<file path="config.mk">
export PLATFORM = sky130hd
export DESIGN_NAME = sram_sat_counter
export DESIGN_NICKNAME = d
export VERILOG_FILES = /design/src/rtl/sram_sat_counter.sv
export SDC_FILE = /design/constraint.sdc
export NUM_CORES = 1
export LEC_CHECK = 0
export ABC_AREA = 0
export CORE_ASPECT_RATIO = 1.25
export CORE_MARGIN = 3
export CORE_UTILIZATION = 37
export CTS_CLUSTER_DIAMETER = 30
export DETAILED_ROUTE_END_ITERATION = 10
export PLACE_DENSITY_LB_ADDON = 0.2
export SYNTH_ARGS = -nofsm -noshare
export SYNTH_HDL_FRONTEND = slang
export SYNTH_SLANG_ARGS = --single-unit
</file>
<file path="constraint.sdc">
create_clock -name clk0 -period 2.8 [get_ports clk0]
set_clock_uncertainty 0.15 [all_clocks]
set_input_delay 0.28 -clock clk0 [delete_from_list [all_inputs] [get_ports clk0]]
set_output_delay 0.28 -clock clk0 [all_outputs]
set_load 0.01 [all_outputs]
</file>
<file path="src/rtl/sram_sat_counter.sv">
// Saturating up-counter with synchronous active-high reset; holds at all-ones.
module sram_sat_counter #(
    parameter int CNT_WIDTH = 16
) (
    input  logic                 clk0,
    input  logic                 rst0,
    input  logic                 inc,
    output logic [CNT_WIDTH-1:0] cnt
);

    logic [CNT_WIDTH-1:0] cnt_q;
    logic [CNT_WIDTH-1:0] cnt_d;

    always_comb begin
        cnt_d = cnt_q;
        if (inc && (cnt_q != '1)) begin
            cnt_d = cnt_q + 1'b1;
        end
    end

    // NOTE: sequential state uses non-blocking assignments so every flop samples pre-edge values.
    always_ff @(posedge clk0) begin
        if (rst0) begin
            cnt_q <= '0;
        end else begin
            cnt_q <= cnt_d;
        end
    end

    assign cnt = cnt_q;

endmodule

</file>
* Word level (Yosys, flattened, before mapping)
Index checks and enable logic that the tools add are counted.
Cells by class: add/sub/neg operators 1, equality and inequality tests 1, reductions and logical operators 1
Operators with widths (number):
- 16-bit by 1-bit adder with 16-bit output, second input constant | 1
- 16-bit != test, second input constant | 1
- 1-bit logical AND | 1
Storage, ports and cells: input port bits 3, register bits after elaboration 16, word-level logic and storage cells 4

* Logic depth before layout (Yosys ltp)
Gate-level depths: netlist of the first run.
depth in word-level cells 2, gate-level depth with buffers 6

* Worst setup path after synthesis of the first run
No wires, ideal clock.
path type register to register, start register cnt_q[5] (netlist: cnt[5]), end register cnt_q[15] (netlist: cnt[15]), stages on the path, launching flop included 5, required time 2.580 ns, path buffers 0, data arrival time 1.590 ns, setup slack 0.990 ns, path through dfxtp_1 nand4_4 or4_1 or4_1 a21oi_1
Between the ends: word-level cells in the longest chain between the ends 2, elaborated cells on any way between the ends 3
RTL lines:
- start: declaration | line 11 | logic [CNT_WIDTH-1:0] cnt_q;
- start signal: assignment | line 26 | cnt_q <= cnt_d;
- branches (longest 2 deep; another with 16-bit by 1-bit adder with 16-bit output)
Parallel ways; which one is timed is not known. A chain may end at the register's enable or synchronous reset.

* Worst setup path in the final report of the first run
start register cnt_q[0] (netlist: cnt[0]), end register cnt_q[11] (netlist: cnt[11])
Same word-level chain as after synthesis.

==> results.md, run 1 <==
* H-tree depth at 1
* RSZ-0062 raised after global routing: false
* GR peak layer: met2
* Reg2reg end: cnt[11]$_SDFFE_PP0P_
* Critical path buffers and inverters at 0
* GRT overflow at 0
* Family with the most delay on the worst path: simple AND/OR/NAND/NOR gates
* CTS buffer count at 3
* Hold EP: cnt[9]$_SDFFE_PP0P_
* Num rows at 18
* Min-delay worst type: register to register
* Slowest CP cell: nor4_4
* Design area at 1090 um2
* Clock root buffer: clkbuf_4
* Critical path capture point type: register
* Postcts setup bufs at 0
* Max FFs per register at 16
* Crit path launch type: register
* GRT Total Usage at 14.8%
* Via count at 840
* Antenna Cells at 0
* Req. time, crit path at 2.83 ns
* Worst Hold Slack at 0.389 ns
* Final period utilization at 74.9%
* Post-CTS sizing at 0
* Hold_buf cts at 0
* Port Buf Inserts at 18
* Area growth syn-to-layout at 28.9%
* Library cells used by synthesis at 31
* DP Area at 1060 um2
* Vias per cell at 5.68
* Met2 Use GR at 24.1%
* I/O pins at 19
* Largest net degree at the start of global routing at 19
* Layout cells sized above 1 at 7.63%
* Mean post-synth cell area at 8.57 um2
* Die area at 2910 um2
* Synth Register Bits at 16
* Worst-margin pin slew at 0.732 ns
* Clk slew on worst S/H paths at 0.09 ns
* Synthesized net count at 103
* PD cells at 373 nW/um2
* DIE WIDTH at 48.8 um
* Die Ht at 59.5 um
* Clk buf depth at 2
* Worst hold stages at 2
* DP HPWL at 1.46 mm
* FMAX at 477 MHz
* Worst setup margin at 0.702 ns
* Worst vdd ir at 0.000255 V
* Final hold violations at 0
* DR WL/cell at 13.4 um
* Slew HR at 50.8%
* Crit Path Max Fanout at 18
* Crit path time final at 2.10 ns
* Post-route ant nets at 0
* Nets at 123
* Status: finished clean
* Reg2reg start: cnt[0]$_SDFFE_PP0P_
* Critical path class: register to register
* Layout Cells excl Fill at 148
* Pre-Repair DR Iteration Count at 5
* Placed cell count at 144
* Routed wire length at 1.99 mm
* Vias in the first global route at 756
* Number of antenna violations at the first check in global routing at 0
* Place WS at 0.710 ns
* First-pass GRT wire length at 3.37 mm
* Post-route setup TNS at 0 ns
* Met1 Use GR at 19.0%
* Synthesized instance count at 99
* Latest clock arrival within the worst-skew pair at 0.29 ns
* Met3 usage at 2.52%
* Pleak at 0.345 nW
* Syn. warnings at 0
* Area of the core at 2070 um2
* Largest stage delay, worst path at 0.58 ns
* 1st-iter DRT viols at 20
* Crit-path cells: ha_1, nand3_1, nor4_4, nor4bb_1, mux2_2
* Synth Cell Area at 848 um2
* Initial Util at 40.9%
* Total power at 0.408 mW
* Max-slew violation count at 0
* Total of max-cap violations at 0
* Final setup viols at 0
* Sink Count at 16
* Reg2Reg Depth at 5
* Hold_sp: cnt[9]$_SDFFE_PP0P_
* R2r setup slk at 0.70 ns
* DR DRC count at 0
* RePlAce Congestion at 0.878
* Fin util at 52.8%
* CTS tree: built
* Sequential-to-total area share from yosys stat at 37.8%
* Data arrival time of the worst path at 2.13 ns
==> how the worst max path moves through the flow <==
stage	from	end	slack, ns	cells past startpoint
after global routing	cnt[0]$_SDFFE_PP0P_	cnt[11]$_SDFFE_PP0P_	0.54	5
after detailed placement	cnt[0]$_SDFFE_PP0P_	cnt[11]$_SDFFE_PP0P_	0.71	5
after floorplan	cnt[5]$_SDFFE_PP0P_	cnt[15]$_SDFFE_PP0P_	0.99	4
after global placement	cnt[0]$_SDFFE_PP0P_	cnt[11]$_SDFFE_PP0P_	0.77	5
after CTS	cnt[0]$_SDFFE_PP0P_	cnt[11]$_SDFFE_PP0P_	0.70	5
final	cnt[0]$_SDFFE_PP0P_	cnt[11]$_SDFFE_PP0P_	0.70	5
==> cells by family (layout without fill, tap and decap cells) <==
kind of cell | Yosys count | after routing | synth area share [%]
flops | 16 | 16 | 37.8
mux | 2 | 2 | 2.51
fa+ha+maj | 1 | 1 | 1.47
xor+xnor | 2 | 2 | 2.07
compound gates | 23 | 23 | 16.5
simple gates | 48 | 48 | 36.4
buf+inv | 7 | 26 | 3.24
==> tightest hold or removal path, stage by stage (launching register included) <==
cell	delay, ns
dfxtp_1	0.37
o31ai_1	0.08
a21oi_1	0.05
==> cell usage after synthesis <==
library cell / instances / area (um2)
dfxtp_1: 16 / 320
a21oi_1: 10 / 50.1
or4_1: 7 / 52.6
nand2_1: 6 / 22.5
nand3_1: 6 / 30.0
nor2_1: 6 / 22.5
o31ai_1: 6 / 45.0
nor3_1: 4 / 20.0
o21ai_0: 4 / 20.0
and4_1: 3 / 26.3
inv_1: 3 / 11.3
nand4_1: 3 / 18.8
or3_1: 3 / 18.8
clkbuf_1: 2 / 7.51
nor2b_1: 2 / 12.5
nor4_1: 2 / 12.5
xnor2_1: 2 / 17.5
and3_1: 1 / 6.26
buf_1: 1 / 3.75
buf_2: 1 / 5.00
ha_1: 1 / 12.5
mux2_2: 1 / 11.3
mux2i_1: 1 / 10.0
nand2_2: 1 / 6.26
nand3b_1: 1 / 7.51
nand4_4: 1 / 21.3
nor4_4: 1 / 21.3
nor4bb_1: 1 / 10.0
o21a_1: 1 / 7.51
o311ai_0: 1 / 8.76
o41ai_1: 1 / 8.76
==> where the power goes <==
part	leakage (nW)	total, mW	switching, mW	internal [mW]
registers	0.129	0.232	0.00282	0.230
clock network	0.0210	0.154	0.0753	0.0792
logic	0.194	0.0207	0.0109	0.00982
total	0.345	0.408	0.0889	0.319
==> routing by layer <==
metal	part of all wire (%)	wire, um
met1	46	921
met5	0	0
met2	48	961
met3	3.9	77
met4	1.4	28
==> placed cells by master (no fill, tap or decap), drive strengths merged <==
cell,synthesis,routed
clkdlybuf4s50,0,18
dfxtp,16,16
a21oi,10,10
or4,7,7
nand2,7,7
nand3,6,6
o31ai,6,6
nor2,6,6
nor3,4,4
o21ai,4,4
nand4,4,4
clkbuf,2,4
inv,3,3
and4,3,3
or3,3,3
nor4,3,3
xnor2,2,2
nor2b,2,2
o41ai,1,1
nand3b,1,1
o21a,1,1
and3,1,1
nor4bb,1,1
mux2,1,1
mux2i,1,1
o311ai,1,1
ha,1,1
buf,2,1
==> layout make-up <==
type / count / area (um2)
Timing Repair Buffer: 19 / 188
Multi-Input combinational cell: 76 / 500
Fill cell: 218 / 978
Sequential cell: 16 / 320
Clock buffer: 4 / 36.3
Tap cell: 30 / 37.5
Inverter: 3 / 11.3
Power figures use the tool's default switching activity.
==> inputs of run 2 (changes only) <==
- clock period: 2.8 -> 1.8 ns (I/O delays scaled with it)
==> results.md, run 2 (same netlist as run 1, synthesis figures left out) <==
* Critical path capture point type: register
* GRT Total Usage at 17.0% (+2.2 points)
* CTS tree: built
* Layout cells sized above 1 at 35.3% (+28 points)
* Area of the core at 2070 um2 (unchanged)
* RSZ-0062 raised after global routing: true
* Worst vdd ir at 0.000399 V (+56%)
* Multi-input combinational cell area at 533 um2 (+6.5%)
* Hold_buf cts at 0 (unchanged)
* Sink Count at 16 (unchanged)
* Data arrival time of the worst path at 1.82 ns (-0.31 ns)
* Most frequent cells in the layout: 21 x buf_4, 18 x clkdlybuf4s50_1, 12 x dfxtp_2
* Total of max-cap violations at 0 (unchanged)
* Die area at 2910 um2 (unchanged)
* Clk slew on worst S/H paths at 0.09 ns (about the same)
* Crit Path Max Fanout at 17 (-1)
* Place WS at 0.00197 ns (-0.708 ns)
* Area growth syn-to-layout at 54.6%
* DIE WIDTH at 48.8 um (unchanged)
* Clock root buffer: clkbuf_4
* R2r setup slk at 0.05 ns (-0.65 ns)
* Final hold violations at 0 (unchanged)
* Design area at 1310 um2 (+20%)
* Latest clock arrival within the worst-skew pair at 0.29 ns (about the same)
* Status: finished clean
* Crit path launch type: register
* Crit path time final at 1.75 ns (-0.352 ns)
* DR DRC count at 0 (unchanged)
* Nets at 144 (+17%)
* FMAX at 573 MHz (+20%)
* Reg2Reg Depth at 6 (+1)
* DR WL/cell at 13.9 um (+3.3%)
* DP Area at 1230 um2 (+16%)
* Largest net degree at the start of global routing at 18 (-1)
* Via count at 928 (+10%)
* Vias per cell at 5.49 (-3.3%)
* Placed cell count at 165 (+15%)
* Reg area at 335 um2 (+4.7%)
* DP HPWL at 1.63 mm (+11%)
* Worst setup path start: cnt[8]$_SDFFE_PP0P_
* PD cells at 490 nW/um2 (+31%)
* Commonest non-fill, non-tap cell in the layout: buf_4
* I/O pins at 19 (unchanged)
* Initial Util at 40.9% (unchanged)
* Vias in the first global route at 868 (+15%)
* Final period utilization at 97.0% (+22 points)
* Pre-Repair DR Iteration Count at 4 (-1)
* Max FFs per register at 16 (unchanged)
* Reg2reg end: cnt[7]$_SDFFE_PP0P_
* 1st-iter DRT viols at 16 (-20%)
* H-tree depth at 1 (unchanged)
* Reg2reg start: cnt[8]$_SDFFE_PP0P_
* RePlAce Congestion at 0.782 (-11%)
* Layout fillers at 212 (-2.8%)
* Routed wire length at 2.35 mm (+18%)
* GRT overflow at 0 (unchanged)
* CTS buffer count at 3 (unchanged)
* Min-delay worst type: register to register
* First-pass GRT wire length at 3.83 mm (+13%)
* Final setup viols at 0 (unchanged)
* Worst-margin pin slew at 0.389 ns (-0.343 ns)
* Slew HR at 73.8% (+23 points)
* Clk buf depth at 2 (unchanged)
* Pleak at 0.462 nW (+34%)
* Post-route setup TNS at 0 ns (unchanged)
* Worst setup margin at 0.0539 ns (-0.648 ns)
* Worst Hold Slack at 0.369 ns (-0.0208 ns)
* Total power at 0.642 mW (+58%)
* Die Ht at 59.5 um (unchanged)
* Fin util at 63.3% (+11 points)
* Req. time, crit path at 1.88 ns (-0.95 ns)
* Number of antenna violations at the first check in global routing at 0 (unchanged)
* Critical path class: register to register
* Post-route ant nets at 0 (unchanged)
* Port Buf Inserts at 18 (unchanged)
* Antenna Cells at 0 (unchanged)
* Num rows at 18 (unchanged)
* Layout Cells excl Fill at 169 (+14%)
* Crit path to: cnt[7]$_SDFFE_PP0P_
* Max-slew violation count at 0 (unchanged)
==> run 2: metal layers <==
metal	GRT usage, %	vias up	part of all wire (%)
met5	0	-	0
met3	3.53	10	3.0
li1	-	463	-
met2	28.7	22	47
met4	7.32	0	4.3
met1	21.1	433	46
==> run 2: cell type report <==
type,count,share of cell area (%)
clock buffers,4,2.77
inverters,3,0.859
multi-input cells,76,40.6
flip-flops and latches,16,25.6
well taps,30,2.86
repair buffers,40,27.3
==> run 2: where the power goes <==
group / internal (mW) / switching (mW) / total (mW)
sequential: 0.357 / 0.00204 / 0.359
clock: 0.123 / 0.117 / 0.240
combinational: 0.0221 / 0.0211 / 0.0433
==> run 2: how the worst min path moves through the flow <==
stage / end / start / cells past startpoint
floorplan: cnt[1]$_SDFFE_PP0P_ / inc / 2
global placement: cnt[3]$_SDFFE_PP0P_ / cnt[3]$_SDFFE_PP0P_ / 2
detailed placement: cnt[3]$_SDFFE_PP0P_ / cnt[3]$_SDFFE_PP0P_ / 2
CTS: cnt[15]$_SDFFE_PP0P_ / cnt[15]$_SDFFE_PP0P_ / 2
global route: cnt[3]$_SDFFE_PP0P_ / cnt[3]$_SDFFE_PP0P_ / 2
finish: cnt[3]$_SDFFE_PP0P_ / cnt[3]$_SDFFE_PP0P_ / 2
==> run 2: worst max-delay path, cell delays in order, from the launching register on <==
cell and delay, ns:
dfxtp_2 0.33, buf_4 0.14, nand4_1 0.16, nor4_4 0.08, buf_12 0.15, or4_1 0.51
a21oi_1 0.15
==> run 2: repair_timing <==
action / CTS / global route
setup endpoints to repair: 4 / 11
gates resized for setup: 1 / 16
buffers inserted: 0 / 0
pin swaps: 0 / 4
==> inputs of run 3 (changes only) <==
- ABC_AREA: 0 -> 1
==> results.md, run 3 <==
* Crit Path Max Fanout at 6 (-11)
* Fin util at 52.3% (-11 points)
* Library cells used by synthesis at 16 (-48%)
* Most common cell in the synthesized netlist: nand2_1
* Port Buf Inserts at 18 (unchanged)
* Nets at 176 (+22%)
* Clk slew on worst S/H paths at 0.10 ns (about the same)
* FMAX at 609 MHz (+6.4%)
* Total power at 0.652 mW (+1.5%)
* Die area at 3150 um2 (+8.5%)
* DR WL/cell at 10.4 um (-25%)
* Worst setup margin at 0.159 ns (+0.105 ns)
* Reg area at 322 um2 (-4.1%)
* Multi-input combinational cell area at 564 um2 (+5.9%)
* CTS tree: built
* Crit path time final at 1.64 ns (-0.105 ns)
* Vias in the first global route at 927 (+6.8%)
* Met1 Use GR at 17.7% (-3.5 points)
* RePlAce Congestion at 0.803 (+2.6%)
* R2r setup slk at 0.25 ns (+0.20 ns)
* Data arrival time of the worst path at 1.31 ns (-0.51 ns)
* Area growth syn-to-layout at 28.4%
* GR peak layer: met2
* Max FFs per register at 16 (unchanged)
* Crit-path cells: clkdlybuf4s50_1
* Worst vdd ir at 0.000355 V (-11%)
* GRT Total Usage at 15.5% (-1.5 points)
* Placed cell count at 197 (+19%)
* Yosys top cell area share at 34.5% (-3.3 points)
* Final hold violations at 0 (unchanged)
* First-pass GRT wire length at 3.76 mm (-1.8%)
* Ys flop type: dfxtp_1
* Final setup viols at 0 (unchanged)
* Worst setup path start: cnt[11]$_SDFFE_PP0P_
* Largest stage delay, worst path at 0.58 ns (+0.07 ns)
* Post-route setup TNS at 0 ns (unchanged)
* Sequential-to-total area share from yosys stat at 34.5% (-3.3 points)
* Crit path launch type: register
* Worst Hold Slack at 0.374 ns (+0.00503 ns)
* Mean post-synth cell area at 6.24 um2 (-27%)
* Most frequent cells in the layout: 46 x nand2_1, 35 x nor2_1, 18 x clkdlybuf4s50_1
* DP HPWL at 1.60 mm (-2.0%)
* Met2 Use GR at 28.5% (-0.19 points)
* Slew HR at 65.8% (-7.9 points)
* Num rows at 19 (+1)
* Req. time, crit path at 1.47 ns (-0.41 ns)
* CTS buffer count at 3 (unchanged)
* Critical path class: register to primary output
* Design area at 1190 um2 (-9.0%)
* H-tree depth at 1 (unchanged)
* Synth Register Bits at 16 (unchanged)
* Number of antenna violations at the first check in global routing at 0 (unchanged)
* DP Area at 1140 um2 (-7.0%)
* Layout fillers at 262 (+24%)
* Clock root buffer: clkbuf_4
* Sink Count at 16 (unchanged)
* Antenna Cells at 0 (unchanged)
* Post-synth EDFFs at 0 (unchanged)
* PD cells at 546 nW/um2 (+12%)
* Crit path to: cnt[11]
* Initial Util at 40.7% (-0.21 points)
* Reg2Reg Depth at 9 (+3)
* Fraction of registers with async set/reset at 0% (unchanged)
* Post-synth top area cell: dfxtp_1
* DR DRC count at 0 (unchanged)
* Vias per cell at 4.87 (-11%)
* DIE WIDTH at 50.8 um (+4.1%)
* Place WS at 0.123 ns (+0.121 ns)
* Synthesized net count at 153 (+49%)
* Layout Cells excl Fill at 202 (+20%)
* Max-slew violation count at 0 (unchanged)
* Family with the most delay on the worst path: buffers and inverters
* Reg2reg start: cnt[1]$_SDFFE_PP0P_
* Worst-margin pin slew at 0.512 ns (+0.123 ns)
* Critical path buffers and inverters at 1 (-1)
* Commonest non-fill, non-tap cell in the layout: nand2_1
* RSZ-0062 raised after global routing: false
* Latest clock arrival within the worst-skew pair at 0.28 ns (about the same)
* Hold_buf cts at 0 (unchanged)
* Area of the core at 2280 um2 (+10%)
* GRT overflow at 0 (unchanged)
* I/O pins at 19 (unchanged)
* Status: finished clean
* Layout cells sized above 1 at 12.9% (-22 points)
* Met3 usage at 2.86% (-0.66 points)
* Pre-Repair DR Iteration Count at 4 (unchanged)
* 1st-iter DRT viols at 19 (+3)
* Routed wire length at 2.10 mm (-10%)
* Synthesized instance count at 149 (+51%)
* Stages on worst setup path at 1 (-5)
* Min-delay worst type: register to register
* Synth top cells by count: 46 x nand2_1, 35 x nor2_1, 16 x dfxtp_1, 12 x nand3_1
* Pleak at 0.469 nW (+1.5%)
* Final period utilization at 91.2% (-5.8 points)
* Via count at 984 (+6.0%)
* Syn. warnings at 0 (unchanged)
* Post-route ant nets at 0 (unchanged)
* Die Ht at 62.0 um (+4.2%)
* Total of max-cap violations at 0 (unchanged)
* Critical path capture point type: primary output
* Slowest CP cell: clkdlybuf4s50_1
* Reg2reg end: cnt[4]$_SDFFE_PP0P_
* Synth Cell Area at 930 um2 (+9.6%)
* Clk buf depth at 2 (unchanged)
* Top cells by area, synth: dfxtp_1 34%, nand2_1 19%, nor2_1 14%, nor2_2 6.7%, nand3_1 6.5%
* Largest net degree at the start of global routing at 17 (-1)
run 3: worst min-delay path by stage:
stage | startpoint | end | slack, ns | cells after the start
floorplan | rst0 | cnt[6]$_SDFFE_PP0P_ | 0.24 | 3
global placement | cnt[1]$_SDFFE_PP0P_ | cnt[1]$_SDFFE_PP0P_ | 0.36 | 2
detailed placement | cnt[7]$_SDFFE_PP0P_ | cnt[7]$_SDFFE_PP0P_ | 0.38 | 2
CTS | cnt[4]$_SDFFE_PP0P_ | cnt[4]$_SDFFE_PP0P_ | 0.39 | 2
global route | cnt[0]$_SDFFE_PP0P_ | cnt[0]$_SDFFE_PP0P_ | 0.41 | 2
finish | cnt[0]$_SDFFE_PP0P_ | cnt[0]$_SDFFE_PP0P_ | 0.37 | 2
run 3: where the power goes:
part           switching [mW]  internal (mW)
clock                   0.117          0.123
combinational          0.0259         0.0225
sequential            0.00492          0.359
total                   0.148          0.504
run 3: kinds of logic (layout without fill, tap and decap cells):
group | count (synthesis) | after routing | synth area share (%)
buf+inv | 12 | 34 | 5.38
simple gates | 113 | 113 | 55.0
fa+ha+maj | 1 | 1 | 1.35
compound gates | 7 | 7 | 3.77
flops | 16 | 16 | 34.5
run 3: per-layer routing:
layer,wire length (um),vias to the layer above
met4,27,0
met5,0,-
met3,43,4
met1,971,455
met2,1060,16
li1,-,509
run 3: final cells by class:
cell class                 instances  share of cell area, %
multi-input combinational        121                   47.3
inverter                          10                   3.14
sequential                        16                   26.9
clock buffer                       4                   3.04
timing repair buffer              20                   16.4
tap                               31                   3.25
run 3: repair_timing:
item	CTS	global route
setup buffers	0	1
resized for setup	0	2
endpoints found under the setup margin	0	9
